File: src/rtl/abs_pkg.sv
// abs_pkg: shared types and default constants for the ABS controller.
//   abs_state_e     - 2-bit FSM state (IDLE, BRAKE, LOCK, EMERGENCY)
//   *_DEF           - default values for the controller parameters
//   abs_cnt_width() - phase counter width, never less than 1 bit
package abs_pkg;

    typedef enum logic [1:0] {
        IDLE      = 2'd0,
        BRAKE     = 2'd1,
        LOCK      = 2'd2,
        EMERGENCY = 2'd3
    } abs_state_e;

    localparam int unsigned SPEED_THRESHOLD_DEF = 20;
    localparam int unsigned RELEASE_CYCLES_DEF  = 3;
    localparam int unsigned APPLY_CYCLES_DEF    = 3;

    // clog2 of the longer phase; a 1-cycle phase would give 0 bits, so clamp.
    function automatic int unsigned abs_cnt_width(input int unsigned rel,
                                                  input int unsigned app);
        int unsigned m;
        m = (rel > app) ? rel : app;
        return (m <= 1) ? 1 : $clog2(m);
    endfunction

endpackage

File: src/rtl/abs_phase_timer.sv
// abs_phase_timer: loadable down-counter timing the ABS apply/release phases.
//   clk, rst      - clock, async active-high reset (count -> 0)
//   load_i        - load load_val_i (takes priority over decrement)
//   load_val_i    - value to load; 0 is used to clear
//   dec_i         - decrement by one
//   zero_o        - count is zero
module abs_phase_timer #(
    parameter int unsigned W = 2
) (
    input  logic         clk,
    input  logic         rst,
    input  logic         load_i,
    input  logic [W-1:0] load_val_i,
    input  logic         dec_i,
    output logic         zero_o
);

    logic [W-1:0] cnt_q, cnt_d;

    always_comb begin
        cnt_d = cnt_q;
        if (load_i)     cnt_d = load_val_i;
        else if (dec_i) cnt_d = cnt_q - 1'b1;
    end

    always_ff @(posedge clk or posedge rst) begin
        if (rst) cnt_q <= '0;
        else     cnt_q <= cnt_d;
    end

    assign zero_o = (cnt_q == '0);

endmodule

File: src/rtl/abs_controller.sv
// abs_controller: single-wheel anti-lock braking controller.
//   clk, rst        - clock, async active-high reset
//   brake_pedal     - driver brake request (level)
//   Object_detected - obstacle flag; forces EMERGENCY full braking
//   wheel_speed     - unsigned 8-bit wheel speed sample
//   brake_signal    - registered actuator command, 1 = apply
// Build option: define ABS_OBJECT_DETECT_EN to enable the obstacle path.
// Without it Object_detected is ignored and EMERGENCY logic is not built.
module abs_controller
    import abs_pkg::*;
#(
    parameter int unsigned SPEED_THRESHOLD = SPEED_THRESHOLD_DEF,
    parameter int unsigned RELEASE_CYCLES  = RELEASE_CYCLES_DEF,
    parameter int unsigned APPLY_CYCLES    = APPLY_CYCLES_DEF
) (
    input  logic       clk,
    input  logic       rst,
    input  logic       brake_pedal,
    input  logic       Object_detected,
    input  logic [7:0] wheel_speed,
    output logic       brake_signal
);

    localparam int unsigned CW = abs_cnt_width(RELEASE_CYCLES, APPLY_CYCLES);
    localparam logic [CW-1:0] REL_LD = CW'(RELEASE_CYCLES - 1);
    localparam logic [CW-1:0] APP_LD = CW'(APPLY_CYCLES - 1);
    // 9 bits so a threshold of 256 still compares correctly against 8-bit speed
    localparam logic [8:0]    THR    = 9'(SPEED_THRESHOLD);

    abs_state_e    state_q, state_d;
    logic          brake_q, brake_d;
    logic          ld, dec, cnt_zero;
    logic [CW-1:0] ld_val;
    logic          speed_low;

    assign speed_low = ({1'b0, wheel_speed} < THR);

    abs_phase_timer #(.W(CW)) u_timer (
        .clk        (clk),
        .rst        (rst),
        .load_i     (ld),
        .load_val_i (ld_val),
        .dec_i      (dec),
        .zero_o     (cnt_zero)
    );

    // Next state and timer control. A load of 0 is how the counter clears.
    always_comb begin
        state_d = state_q;
        ld      = 1'b0;
        ld_val  = '0;
        dec     = 1'b0;
`ifdef ABS_OBJECT_DETECT_EN
        if (Object_detected) begin
            state_d = EMERGENCY;
            ld      = 1'b1;
        end else
`endif
        begin
            case (state_q)
                IDLE: begin
                    if (brake_pedal) begin
                        state_d = BRAKE;
                        ld      = 1'b1;
                        ld_val  = APP_LD;
                    end
                end
                BRAKE: begin
                    if (!brake_pedal) begin
                        state_d = IDLE;
                        ld      = 1'b1;
                    end else if (!cnt_zero) begin
                        dec = 1'b1;
                    end else if (speed_low) begin
                        state_d = LOCK;
                        ld      = 1'b1;
                        ld_val  = REL_LD;
                    end
                end
                LOCK: begin
                    if (!brake_pedal) begin
                        state_d = IDLE;
                        ld      = 1'b1;
                    end else if (!cnt_zero) begin
                        dec = 1'b1;
                    end else begin
                        state_d = BRAKE;
                        ld      = 1'b1;
                        ld_val  = APP_LD;
                    end
                end
                EMERGENCY: begin
`ifdef ABS_OBJECT_DETECT_EN
                    // counter is already 0 here, so a held pedal with a slow
                    // wheel may go straight into LOCK on the next evaluation
                    state_d = brake_pedal ? BRAKE : IDLE;
`else
                    state_d = IDLE;
`endif
                end
                default: state_d = IDLE;
            endcase
        end
    end

    assign brake_d = (state_d == BRAKE) || (state_d == EMERGENCY);

    always_ff @(posedge clk or posedge rst) begin
        if (rst) begin
            state_q <= IDLE;
            brake_q <= 1'b0;
        end else begin
            state_q <= state_d;
            brake_q <= brake_d;
        end
    end

    assign brake_signal = brake_q;

`ifndef ABS_OBJECT_DETECT_EN
    logic unused_obj;
    assign unused_obj = Object_detected;
`endif

endmodule

File: config.mk
export PLATFORM = sky130hd
export DESIGN_NAME = abs_controller
export DESIGN_NICKNAME = d
export VERILOG_FILES = /design/src/rtl/abs_pkg.sv /design/src/rtl/abs_phase_timer.sv /design/src/rtl/abs_controller.sv
export SDC_FILE = /design/constraint.sdc
export NUM_CORES = 1
export LEC_CHECK = 0
export BUFFER_PORTS_ARGS = -buffer_cell sky130_fd_sc_hd__clkbuf_2
export CAP_MARGIN = 20
export CORE_AREA = 2 2 39 41
export CTS_BUF_LIST = sky130_fd_sc_hd__clkbuf_4
export DETAILED_ROUTE_END_ITERATION = 16
export DIE_AREA = 0 0 41 43
export GPL_TIMING_DRIVEN = 1
export SKIP_LAST_GASP = 1
export SYNTH_ARGS = -nofsm -noshare
export SYNTH_HDL_FRONTEND = slang
export SYNTH_SLANG_ARGS = --single-unit
export TNS_END_PERCENT = 30
File: constraint.sdc
create_clock -name clk -period 1.8 [get_ports clk]
set_input_delay 0.09 -clock clk [delete_from_list [all_inputs] [get_ports clk]]
set_output_delay 0.09 -clock clk [all_outputs]
set_load 0.01 [all_outputs]
### After elaboration in Yosys (flattened, before gate mapping)

Cells that the tools add are included.
Widths: inputs -> output; s select.

* register bits: 5
* bits of input ports: 12
* output and inout port bits: 1
* word-level logic and storage cells: 41

* add/sub/neg operators: 1
* reduce and logical (&&, ||, !) cells: 5
* order comparisons: 1
* equality and inequality tests: 5
* mux-type cells: 26

Operators with widths (count)
* $mux 2: 14
* $mux 1: 9
* $lt 8x5->1 const B: 1
* $pmux 2 s4: 1
* $eq 2x2->1 const B: 3
* $pmux 2 s3: 1
* $eq 2x1->1 const B: 2
* $logic_not 2->1: 2
* $pmux 1 s3: 1
* $reduce_bool 2->1: 1
* $reduce_or 2->1: 1
* $sub 2x1->2 const B: 1
* $logic_or 1x1->1: 1

### Logic depth before layout (Yosys ltp)

Gate-level depths: netlist (run 1).

* depth in word-level cells: 7
* mapped depth: 6
* gate-level depth less buffers: 6

### Modules after synthesis

From an unflattened synthesis (run 1), not the netlist that was laid out.

* cells, all modules: 51
* area, all modules: 449.2 um^2

By module, submodules not included
* abs_controller: times used 1, cells each 38, area each 331.6 um^2
* abs_phase_timer: times used 1, cells each 13, area each 117.6 um^2

### Worst setup path after synthesis (run 1)

Ideal clock, no wire load.

* path kind: reg-to-reg
* from: reg u_timer.cnt_q[0]
* to: reg u_timer.cnt_q[1]
* buffers on the path: 0
* slack: 0.404 ns
* cell stages (with the launch flop): 7
* arrival time: 1.316 ns
* path through: dfrtp_1 inv_1 ha_1 nor4b_4 nand3_2 a21oi_2 mux2i_1

* word-level cells in the longest chain between the ends: 5
* elaborated cells between the ends (all ways): 18

RTL lines
* start: declaration: line abs_phase_timer.sv:18 `logic [W-1:0] cnt_q, cnt_d;`
* start signal: assignment: line abs_phase_timer.sv:28 `else cnt_q <= cnt_d;`
* $logic_not 2->1: line abs_phase_timer.sv:31 `assign zero_o = (cnt_q == '0);`
* $mux 2 (tied with other cells): line abs_controller.sv:84 `end else if (!cnt_zero) begin`
* $mux 2 (tied with other cells): line abs_controller.sv:81 `if (!brake_pedal) begin`
* $pmux 2 s3 (tied with other cells): line abs_controller.sv:60 `case (state_q)`
* $mux 2 or $reduce_bool 2->1 (tied branches)

Several ways; a longest one is shown, not always the timed one. The select of a mux whose other input is x is not followed.
A chain may end at the register's enable or synchronous reset.

### Worst setup path after layout (run 1)

Ends and elaborated chain as after synthesis.

==> results of run 1 <==
[layout make-up]
class / instances / area, um^2
Timing Repair Buffer: 11 / 62.56
Multi-Input combinational cell: 33 / 270.3
Inverter: 6 / 22.52
Clock buffer: 4 / 30.03
Fill cell: 150 / 853.3
Sequential cell: 5 / 125.1
Tap cell: 16 / 20.02
[logic make-up (layout without fill, tap and decap cells)]
| logic type | Yosys count | count (layout) |
|---|---|---|
| buffers and inverters | 6 | 21 |
| flip-flops | 5 | 5 |
| AND/OR/NAND/NOR | 10 | 10 |
| AO/OA/AOI/OAI | 15 | 15 |
| adder cells (fa/ha/maj) | 6 | 6 |
| XOR/XNOR | 1 | 1 |
| multiplexers | 1 | 1 |
[power by group]
part           internal [mW]  switching [mW]
clock network         0.0987          0.0443
registers              0.149          0.0132
logic                  0.155           0.176
[per-stage QoR]
step	power [mW]	hold WS [ns]
global route	0.7059	0.1823
finish	0.6362	0.1886
global placement	0.4878	-0.03252
detailed placement	0.4931	-0.02785
floorplan	0.4058	-0.1315
CTS	0.6458	0.1747
[state kept, by name, summed over array words and instances, names as in the netlist]
register and count:
state_q 2, brake_signal 1, u_timer.cnt_q 2
[path summary, 6_finish.rpt]
path / end / slack (ns)
worst max-delay path: u_timer.cnt_q[1] / 0.27
worst min-delay path: state_q[1] / 0.19
worst max register to register: u_timer.cnt_q[1] / 0.27
worst min register to register: u_timer.cnt_q[1] / 0.56
max in group asynchronous: state_q[0] / 1.34
min in group asynchronous: u_timer.cnt_q[0] / 0.29
[repair_timing]
| action | 4_1_cts | 5_1_grt |
|---|---|---|
| endpoints found under the hold margin | 5 | 0 |
| setup endpoints to repair | 0 | 0 |
| hold buffers | 1 | 0 |
[metal layers]
layer | track usage (%) | part of all wire (%) | vias up | wire length [um]
met5 | 0 | 0 | - | 0
met4 | 4.000 | 0 | 0 | 0
met3 | 4.712 | 0.74 | 0 | 6
met2 | 18.44 | 54 | 3 | 439
met1 | 10.39 | 45 | 176 | 361
li1 | - | - | 184 | -
[cells in the final DEF, fill, tap and decap left out, drive strengths merged]
master	instances
clkbuf	13
a21oi	8
inv	6
ha	6
dfrtp	5
nor2	3
o21ai	2
nor4b	2
a21o	2
nand3b	1
o311ai	1
nor3	1
nand3	1
mux2i	1
and2b	1
a22o	1
nand2	1
o22ai	1
xnor2	1
dlygate4sd3	1
buf	1
==> out/results.ini, run 1 <==
[run_status]
status=finished clean

[pwr]
power_density_nw_per_um2=1199
leakagePower_nw=0.2652
ir_drop_mv=0.3693

[route]
totalWireLength_um=808
vias=363
wl_per_cell_um=10.77
viasPerCell=4.840
drcViolationCount=0
dr.pass1.iters=2
drtIter0Drc=1
drtAntennaViolNets=0

[sta]
worst_slew_pin_slew_ns=0.3683
maxSlewViolCount=0
setup_ws_ns=0.2675
skew_ns=0.004622
fmax_ghz=0.6525
slew_headroom_pct=75.14
layout_min_cycle_time_ns=1.532
final.setup.tns_ns=0
finalHoldViolCount=0
rsz0062_at_grt=no
setup_viol=0
finalCritPeriodShare_pct=85.14

[worst_setup_path]
cp.arrival_ns=1.70
cp_top_family=simple AND/OR/NAND/NOR gates
criticalPathCategory=register to register
critPathLaunch=u_timer.cnt_q[0]
worst-path-buf-inv=1
crit_chain=inv_1, ha_1, nor4b_4, nand3_2, a21oi_2, mux2i_1
slowest_stage=dfrtp_1
reg2reg_depth=6
worstReg2RegStart=u_timer.cnt_q[0]
cp-start-kind=register
max_stage_delay_ns=0.35
critPathCaptureType=register
critical_path_required_ns=1.97
cp_max_fo=6
cp.depth=6

[cts]
cts.clk_slew.worst_paths_ns=0.04
tritoncts=done
cts-root-buf=clkbuf_4
cts_made_buffers=3
post-cts-setup-buffer-count=0
htree_levels=1
cts_sinks=5
ctsResizeCount=0
clk_latency_ns=0.24
clockBufferDepth=2

[synth]
synthAdderAreaFrac_pct=17.96
synth_compound_area_share_pct=23.35
syn-num-nets=62
synth-simple-area-share_pct=18.86
avgSynthCellArea_um2=9.498
synth_common_cells=a21oi_1, ha_1, inv_1
async_reset_ff_share_pct=100.0
post-synth-top-area-fraction_pct=29.94
yosysTopAreaCell=dfrtp_1
synthMuxAreaShare_pct=2.395
yosys.cell_types.count=22
synth_flop_cell=dfrtp_1
synth_xor_area_share_pct=2.096
seq_area_frac_synth_pct=29.94
synthCells=44
synth_top_family_by_area=compound AO/OA/AOI/OAI gates
synth_area_leaders=dfrtp_1, ha_1, a21oi_1
yosysMostFrequentCell=a21oi_1
yosys_warnings=0
netlist_area_um2=417.9
synth_edf_count=0
ys_ff_latch=5

[global_route]
track_usage_pct=10.67
antenna_found_initial=0
grt_max_degree=8
grt_pass1_vias=352
gr-total-overflow=0
grt_pass1_wl_um=1276

[hold_path]
holdCritStartpoint=brake_pedal
worstHoldPathCells=2
worstHoldPathType=primary input to register

[layout]
finalInstanceArea_um2=530.5
final_nets=78
fin_cells=75
diodes=0
syn2layout_area_growth_pct=26.95
drive_gt1_share_pct=33.90
final_core_util_pct=38.34

[flow_run]
cap_violations=0

[die]
die_x_um=41
design.core.area_um2=1384
num_io_pins=13
start_util_pct=30.20
die_area_um2=1763
fp.dieH_um=43
fp-row-count=14

[placement]
dp.cells=70
numPortBuffers=9
pre_cts_ws_ns=0.2638
gp_congestion=0.7166
dpl.hpwl_um=647.8
placed_area_um2=490.5

No activity file was read; power rests on OpenSTA's default activity.
==> run 2, diff against run 1 <==
==> constraint.sdc (replaced) <==
create_clock -name clk -period 1.7 [get_ports clk]
set_input_delay 0.085 -clock clk [delete_from_list [all_inputs] [get_ports clk]]
set_output_delay 0.085 -clock clk [all_outputs]
set_load 0.01 [all_outputs]
==> run 2 against run 1 <==
  * Core utilization rose by 0.18 points
  * First-iteration DRC count did not move
  * Fmax rose by 2.5%
  * Flip-flop and latch count did not move
  * Highest routed layer unchanged
==> out/results.ini, run 2 (synthesized netlist as in run 1, its figures left out) <==
[global_route]
antenna_found_initial=0  ; unchanged
track_usage_pct=10.67  ; unchanged
grt_pass1_vias=352  ; unchanged
grt_pass1_wl_um=1276  ; unchanged
gr-total-overflow=0  ; unchanged
grt_max_degree=8  ; unchanged

[layout]
diodes=0  ; unchanged
nFillCells=149  ; -0.67%
regArea_um2=125.1  ; unchanged
multi_input_area_um2=272.8  ; +0.93%
final_common_cell=clkbuf_2
mostFrequentLayoutCells=clkbuf_2, a21oi_1, inv_1, ha_1, dfrtp_1
drive_gt1_share_pct=35.59  ; +1.7 points
final_nets=78  ; unchanged
syn2layout_area_growth_pct=27.54

[die]
die_x_um=41  ; unchanged
design.core.area_um2=1384  ; unchanged
fp.dieH_um=43  ; unchanged
fp-row-count=14  ; unchanged
start_util_pct=30.20  ; unchanged
die_area_um2=1763  ; unchanged
num_io_pins=13  ; unchanged

[sta]
fmax_ghz=0.6686  ; +2.5%
maxSlewViolCount=0  ; unchanged
final.setup.tns_ns=0  ; unchanged
rsz0062_at_grt=no
setup_ws_ns=0.2044  ; -0.06307 ns
worst_slew_pin_slew_ns=0.3683  ; +0.0000003576 ns
finalHoldViolCount=0  ; unchanged
skew_ns=0.004622  ; unchanged
layout_min_cycle_time_ns=1.496  ; -0.03693 ns
finalCritPeriodShare_pct=87.97  ; +2.8 points
setup_viol=0  ; unchanged
slew_headroom_pct=75.14  ; about the same

[worst_setup_path]
critPathCaptureType=register
worst-path-buf-inv=1  ; unchanged
cp.arrival_ns=1.66  ; -0.04 ns
cp-start-kind=register
crit_chain=inv_1, ha_2, nor4b_4, nand3_2, a21oi_2, mux2i_1
criticalPathCategory=register to register
worstReg2RegStart=u_timer.cnt_q[0]
cp_max_fo=6  ; unchanged
crit_end=u_timer.cnt_q[1]
max_stage_delay_ns=0.35  ; about the same
critical_path_required_ns=1.87  ; -0.10 ns
reg2reg_depth=6  ; unchanged
cp.depth=6  ; unchanged
slowest_stage=dfrtp_1
r2r_slack_ns=0.20  ; -0.06 ns
r2r-end=u_timer.cnt_q[1]
critPathLaunch=u_timer.cnt_q[0]
cp_top_family=simple AND/OR/NAND/NOR gates

[route]
vias=361  ; -0.55%
totalWireLength_um=808  ; unchanged
wl_per_cell_um=10.77  ; unchanged
drtAntennaViolNets=0  ; unchanged
drcViolationCount=0  ; unchanged
dr.pass1.iters=2  ; unchanged
viasPerCell=4.813  ; -0.55%
drtIter0Drc=1  ; unchanged

[placement]
pre_cts_ws_ns=0.1638  ; -0.1000 ns
numPortBuffers=9  ; unchanged
dpl.hpwl_um=647.8  ; unchanged
gp_congestion=0.7166  ; unchanged

[pwr]
ir_drop_mv=0.3912  ; +5.9%
power_density_nw_per_um2=1271  ; +6.0%
leakagePower_nw=0.2641  ; -0.39%

[hold_path]
worstHoldPathType=primary input to register

[cts]
htree_levels=1  ; unchanged
tritoncts=done
cts_made_buffers=3  ; unchanged
post-cts-setup-buffer-count=0  ; unchanged
cts-root-buf=clkbuf_4
clk_latency_ns=0.24  ; about the same
cts_sinks=5  ; unchanged
cts.clk_slew.worst_paths_ns=0.04  ; about the same
clockBufferDepth=2  ; unchanged

[run_status]
status=finished clean

[flow_run]
cap_violations=0  ; unchanged

-- run 2: layer usage --
layer,GRT usage [%],wire length [um],vias up
li1,-,-,184
met1,10.39,356,174
met2,18.44,440,3
met3,4.712,11,0
met4,4.000,0,0
met5,0,0,-
-- run 2: through the flow --
stage | instances | hold slack (ns) | instance area (um^2) | utilization [%] | total power [mW]
3_3_place_gp | 70 | -0.03752 | 490.5 | 35.44 | 0.5165
5_1_grt | 75 | 0.1773 | 533.0 | 38.52 | 0.7521
4_1_cts | 75 | 0.1697 | 530.5 | 38.34 | 0.6838
6_report | 75 | 0.1836 | 533.0 | 38.52 | 0.6776
2_1_floorplan | 44 | -0.1365 | 417.9 | - | 0.4296
3_5_place_dp | 70 | -0.03285 | 490.5 | 35.44 | 0.5221
-- run 2: worst min path at each step --
| stage | slack, ns | depth (start not counted) | endpoint | startpoint |
|---|---|---|---|---|
| floorplan | -0.14 | 1 | brake_signal | rst |
| global placement | -0.04 | 2 | u_timer.cnt_q[0] | rst |
| detailed placement | -0.03 | 2 | u_timer.cnt_q[0] | rst |
| CTS | 0.17 | 2 | state_q[1] | brake_pedal |
| global route | 0.18 | 2 | state_q[1] | brake_pedal |
| finish | 0.18 | 2 | state_q[1] | brake_pedal |
-- run 2: timing repair --
| item | CTS | global route |
|---|---|---|
| endpoints found under the hold margin | 5 | 0 |
| setup endpoints to repair | 0 | 1 |
| hold buffers | 1 | 0 |
| gates resized for setup | 0 | 1 |
-- run 2: report_power, final --
group          leakage [nW]  internal, mW  switching [mW]
combinational         0.181         0.167           0.187
sequential           0.0650         0.158          0.0140
clock                0.0184         0.105          0.0469
-- run 2: layout make-up --
class | count | area share [%]
repair buffers | 11 | 11.74
multi-input cells | 33 | 51.17
inverters | 6 | 4.225
flip-flops and latches | 5 | 23.47
well taps | 16 | 3.756
clock buffers | 4 | 5.634
-- run 2: worst reg2reg max path, cell delays in order, from the launching register on --
cell     delay [ns]
dfrtp_1        0.35
inv_1          0.09
ha_2           0.23
nor4b_4        0.25
nand3_2        0.13
a21oi_2        0.19
mux2i_1        0.19
==> run 3, diff against run 2 <==
--- a/config.mk
+++ b/config.mk
@@ -7,11 +7,14 @@
 export LEC_CHECK = 0
 export BUFFER_PORTS_ARGS = -buffer_cell sky130_fd_sc_hd__clkbuf_2
 export CAP_MARGIN = 20
+export CELL_PAD_IN_SITES_DETAIL_PLACEMENT = 1
+export CELL_PAD_IN_SITES_GLOBAL_PLACEMENT = 1
 export CORE_AREA = 2 2 39 41
 export CTS_BUF_LIST = sky130_fd_sc_hd__clkbuf_4
 export DETAILED_ROUTE_END_ITERATION = 16
 export DIE_AREA = 0 0 41 43
 export GPL_TIMING_DRIVEN = 1
+export PLACE_DENSITY = 0.79
 export SKIP_LAST_GASP = 1
 export SYNTH_ARGS = -nofsm -noshare
 export SYNTH_HDL_FRONTEND = slang
==> run 3 against run 2 <==
  * Largest cell class unchanged
  * Sequential power about the same
  * Non-clock buffer count stayed put
  * Wire length is 13% higher
  * Via count is the same
  * Critical endpoint unchanged
  * Hold slack improved by 0.017 ns
  * Global-route usage grew 1.6 points
  * Sequential share of layout area rose by 0.11 points
==> out/results.ini, run 3 (synthesized netlist as in run 1, its figures left out) <==
[run_status]
status=finished clean

[pwr]
p_int_mw=0.4280  ; -0.37%
p_clk_share_pct=22.3  ; about the same
power_density_nw_per_um2=1304  ; +2.6%
switchingPower_mw=0.2640  ; +6.5%
switching_share_pct=38.15  ; +1.6 points
combPwrFrac_pct=52.5  ; +0.2 points
leakagePower_nw=0.2652  ; +0.39%
seq_power_share_pct=25.2  ; -0.2 points
finalPower_mw=0.6920  ; +2.1%
ir_drop_mv=0.5624  ; +44%

[sta]
maxSlewViolCount=0  ; unchanged
finalCritPeriodShare_pct=91.21  ; +3.2 points
layout_min_cycle_time_ns=1.550  ; +0.05493 ns
hold_ws_ns=0.2005  ; +0.01691 ns
rsz0062_at_grt=no
final.setup.tns_ns=0  ; unchanged
fmax_ghz=0.6450  ; -3.5%
slew_headroom_pct=73.59  ; -1.6 points
worst_slew_pin_slew_ns=0.3912  ; +0.02298 ns
setup_viol=0  ; unchanged
finalHoldViolCount=0  ; unchanged
skew_ns=0.004157  ; -0.0004647 ns

[die]
die_x_um=41  ; unchanged
design.core.area_um2=1384  ; unchanged
start_util_pct=30.20  ; unchanged
num_io_pins=13  ; unchanged
fp-row-count=14  ; unchanged
die_area_um2=1763  ; unchanged
fp.dieH_um=43  ; unchanged

[worst_setup_path]
cp-start-kind=register
worstReg2RegStart=u_timer.cnt_q[0]
crit_chain=inv_1, ha_1, nor4b_4, nand3_2, a21oi_2, mux2i_1
slowest_stage=dfrtp_1
criticalPathCategory=register to register
crit_end=u_timer.cnt_q[1]
critical_path_required_ns=1.86  ; about the same
r2r_slack_ns=0.15  ; -0.05 ns
critPathCaptureType=register
cp_max_fo=6  ; unchanged
cp.arrival_ns=1.72  ; +0.06 ns
max_stage_delay_ns=0.35  ; about the same
r2r-end=u_timer.cnt_q[1]
reg2reg_depth=6  ; unchanged
critPathLaunch=u_timer.cnt_q[0]

[global_route]
antenna_found_initial=0  ; unchanged
gr-total-overflow=0  ; unchanged
grt_pass1_vias=383  ; +8.8%
grt_max_degree=8  ; unchanged
grt_pass1_wl_um=1483  ; +16%
track_usage_pct=12.25  ; +1.6 points

[cts]
clockBufferDepth=2  ; unchanged
cts_sinks=5  ; unchanged
cts.clk_slew.worst_paths_ns=0.05  ; about the same
tritoncts=done
cts-root-buf=clkbuf_4
ctsResizeCount=0  ; unchanged
post-cts-setup-buffer-count=0  ; unchanged
clk_latency_ns=0.24  ; about the same
cts_made_buffers=3  ; unchanged
htree_levels=1  ; unchanged

[route]
totalWireLength_um=915  ; +13%
wl_per_cell_um=12.20  ; +13%
dr.pass1.iters=1  ; -1
drtIter0Drc=0  ; -1
vias=361  ; unchanged
drtAntennaViolNets=0  ; unchanged
viasPerCell=4.813  ; unchanged
drcViolationCount=0  ; unchanged

[layout]
finalInstanceArea_um2=530.5  ; -0.47%
nFillCells=166  ; +11%
final_common_cell=clkbuf_2
mostFrequentLayoutCells=clkbuf_2, a21oi_1, inv_1, ha_1, dfrtp_1
final_nets=78  ; unchanged
syn2layout_area_growth_pct=26.95
fin_cells=75  ; unchanged
drive_gt1_share_pct=33.90  ; -1.7 points
diodes=0  ; unchanged

[hold_path]
worstHoldPathType=primary input to register

[placement]
placed_area_um2=490.5  ; unchanged
dpl.hpwl_um=818.8  ; +26%
dp.cells=70  ; unchanged
gp_congestion=0.6766  ; -5.6%
numPortBuffers=9  ; unchanged

[flow_run]
cap_violations=0  ; unchanged

## run 3: worst min path at each step
stage | slack [ns] | from | endpoint | cells past startpoint
3_5_place_dp | -0.02 | rst | u_timer.cnt_q[0] | 2
2_1_floorplan | -0.14 | rst | brake_signal | 1
5_1_grt | 0.21 | brake_pedal | state_q[1] | 2
4_1_cts | 0.19 | brake_pedal | state_q[1] | 2
3_3_place_gp | -0.04 | rst | u_timer.cnt_q[0] | 2
6_report | 0.20 | brake_pedal | state_q[1] | 2
## run 3: per-stage QoR
stage / util [%] / setup slack (ns)
detailed placement: 35.44 / 0.1337
global route: 38.34 / 0.003652
finish: 38.34 / 0.1495
CTS: 38.34 / 0.1229
floorplan: - / 0.3044
global placement: 35.44 / 0.1267
## run 3: final cells by class
type	count	area, um^2	share of cell area (%)
Inverter	6	22.52	4.245
Tap cell	16	20.02	3.774
Timing Repair Buffer	11	62.56	11.79
Multi-Input combinational cell	33	270.3	50.94
Clock buffer	4	30.03	5.660
Sequential cell	5	125.1	23.58
## run 3: critical path, delay by kind of cell, from the launching register on
family,cells,cell delay (ns)
mux,1,0.19
fa+ha+maj,1,0.26
simple gates,2,0.39
flops,1,0.35
compound gates,1,0.19
buf+inv,1,0.08
## run 3: per-layer routing
layer	up-vias	part of all wire [%]	track usage, %
met5	-	0	0
met4	0	0	4.000
met3	0	0.55	3.141
met2	1	58	22.50
met1	174	42	12.22
li1	186	-	-
## run 3: what timing repair did
item / in CTS / in global routing
setup endpoints to repair: 0 / 0
hold buffers: 1 / 0
hold endpoints to repair: 5 / 0
## run 3: power groups by stage
stage / Combinational, mW / Clock [mW] / Sequential [mW]
after floorplan: 0.241 / 0 / 0.189
after global routing: 0.409 / 0.180 / 0.181
after CTS: 0.368 / 0.162 / 0.176
after global placement: 0.343 / 0 / 0.174
after detailed placement: 0.362 / 0 / 0.179
final: 0.363 / 0.154 / 0.174
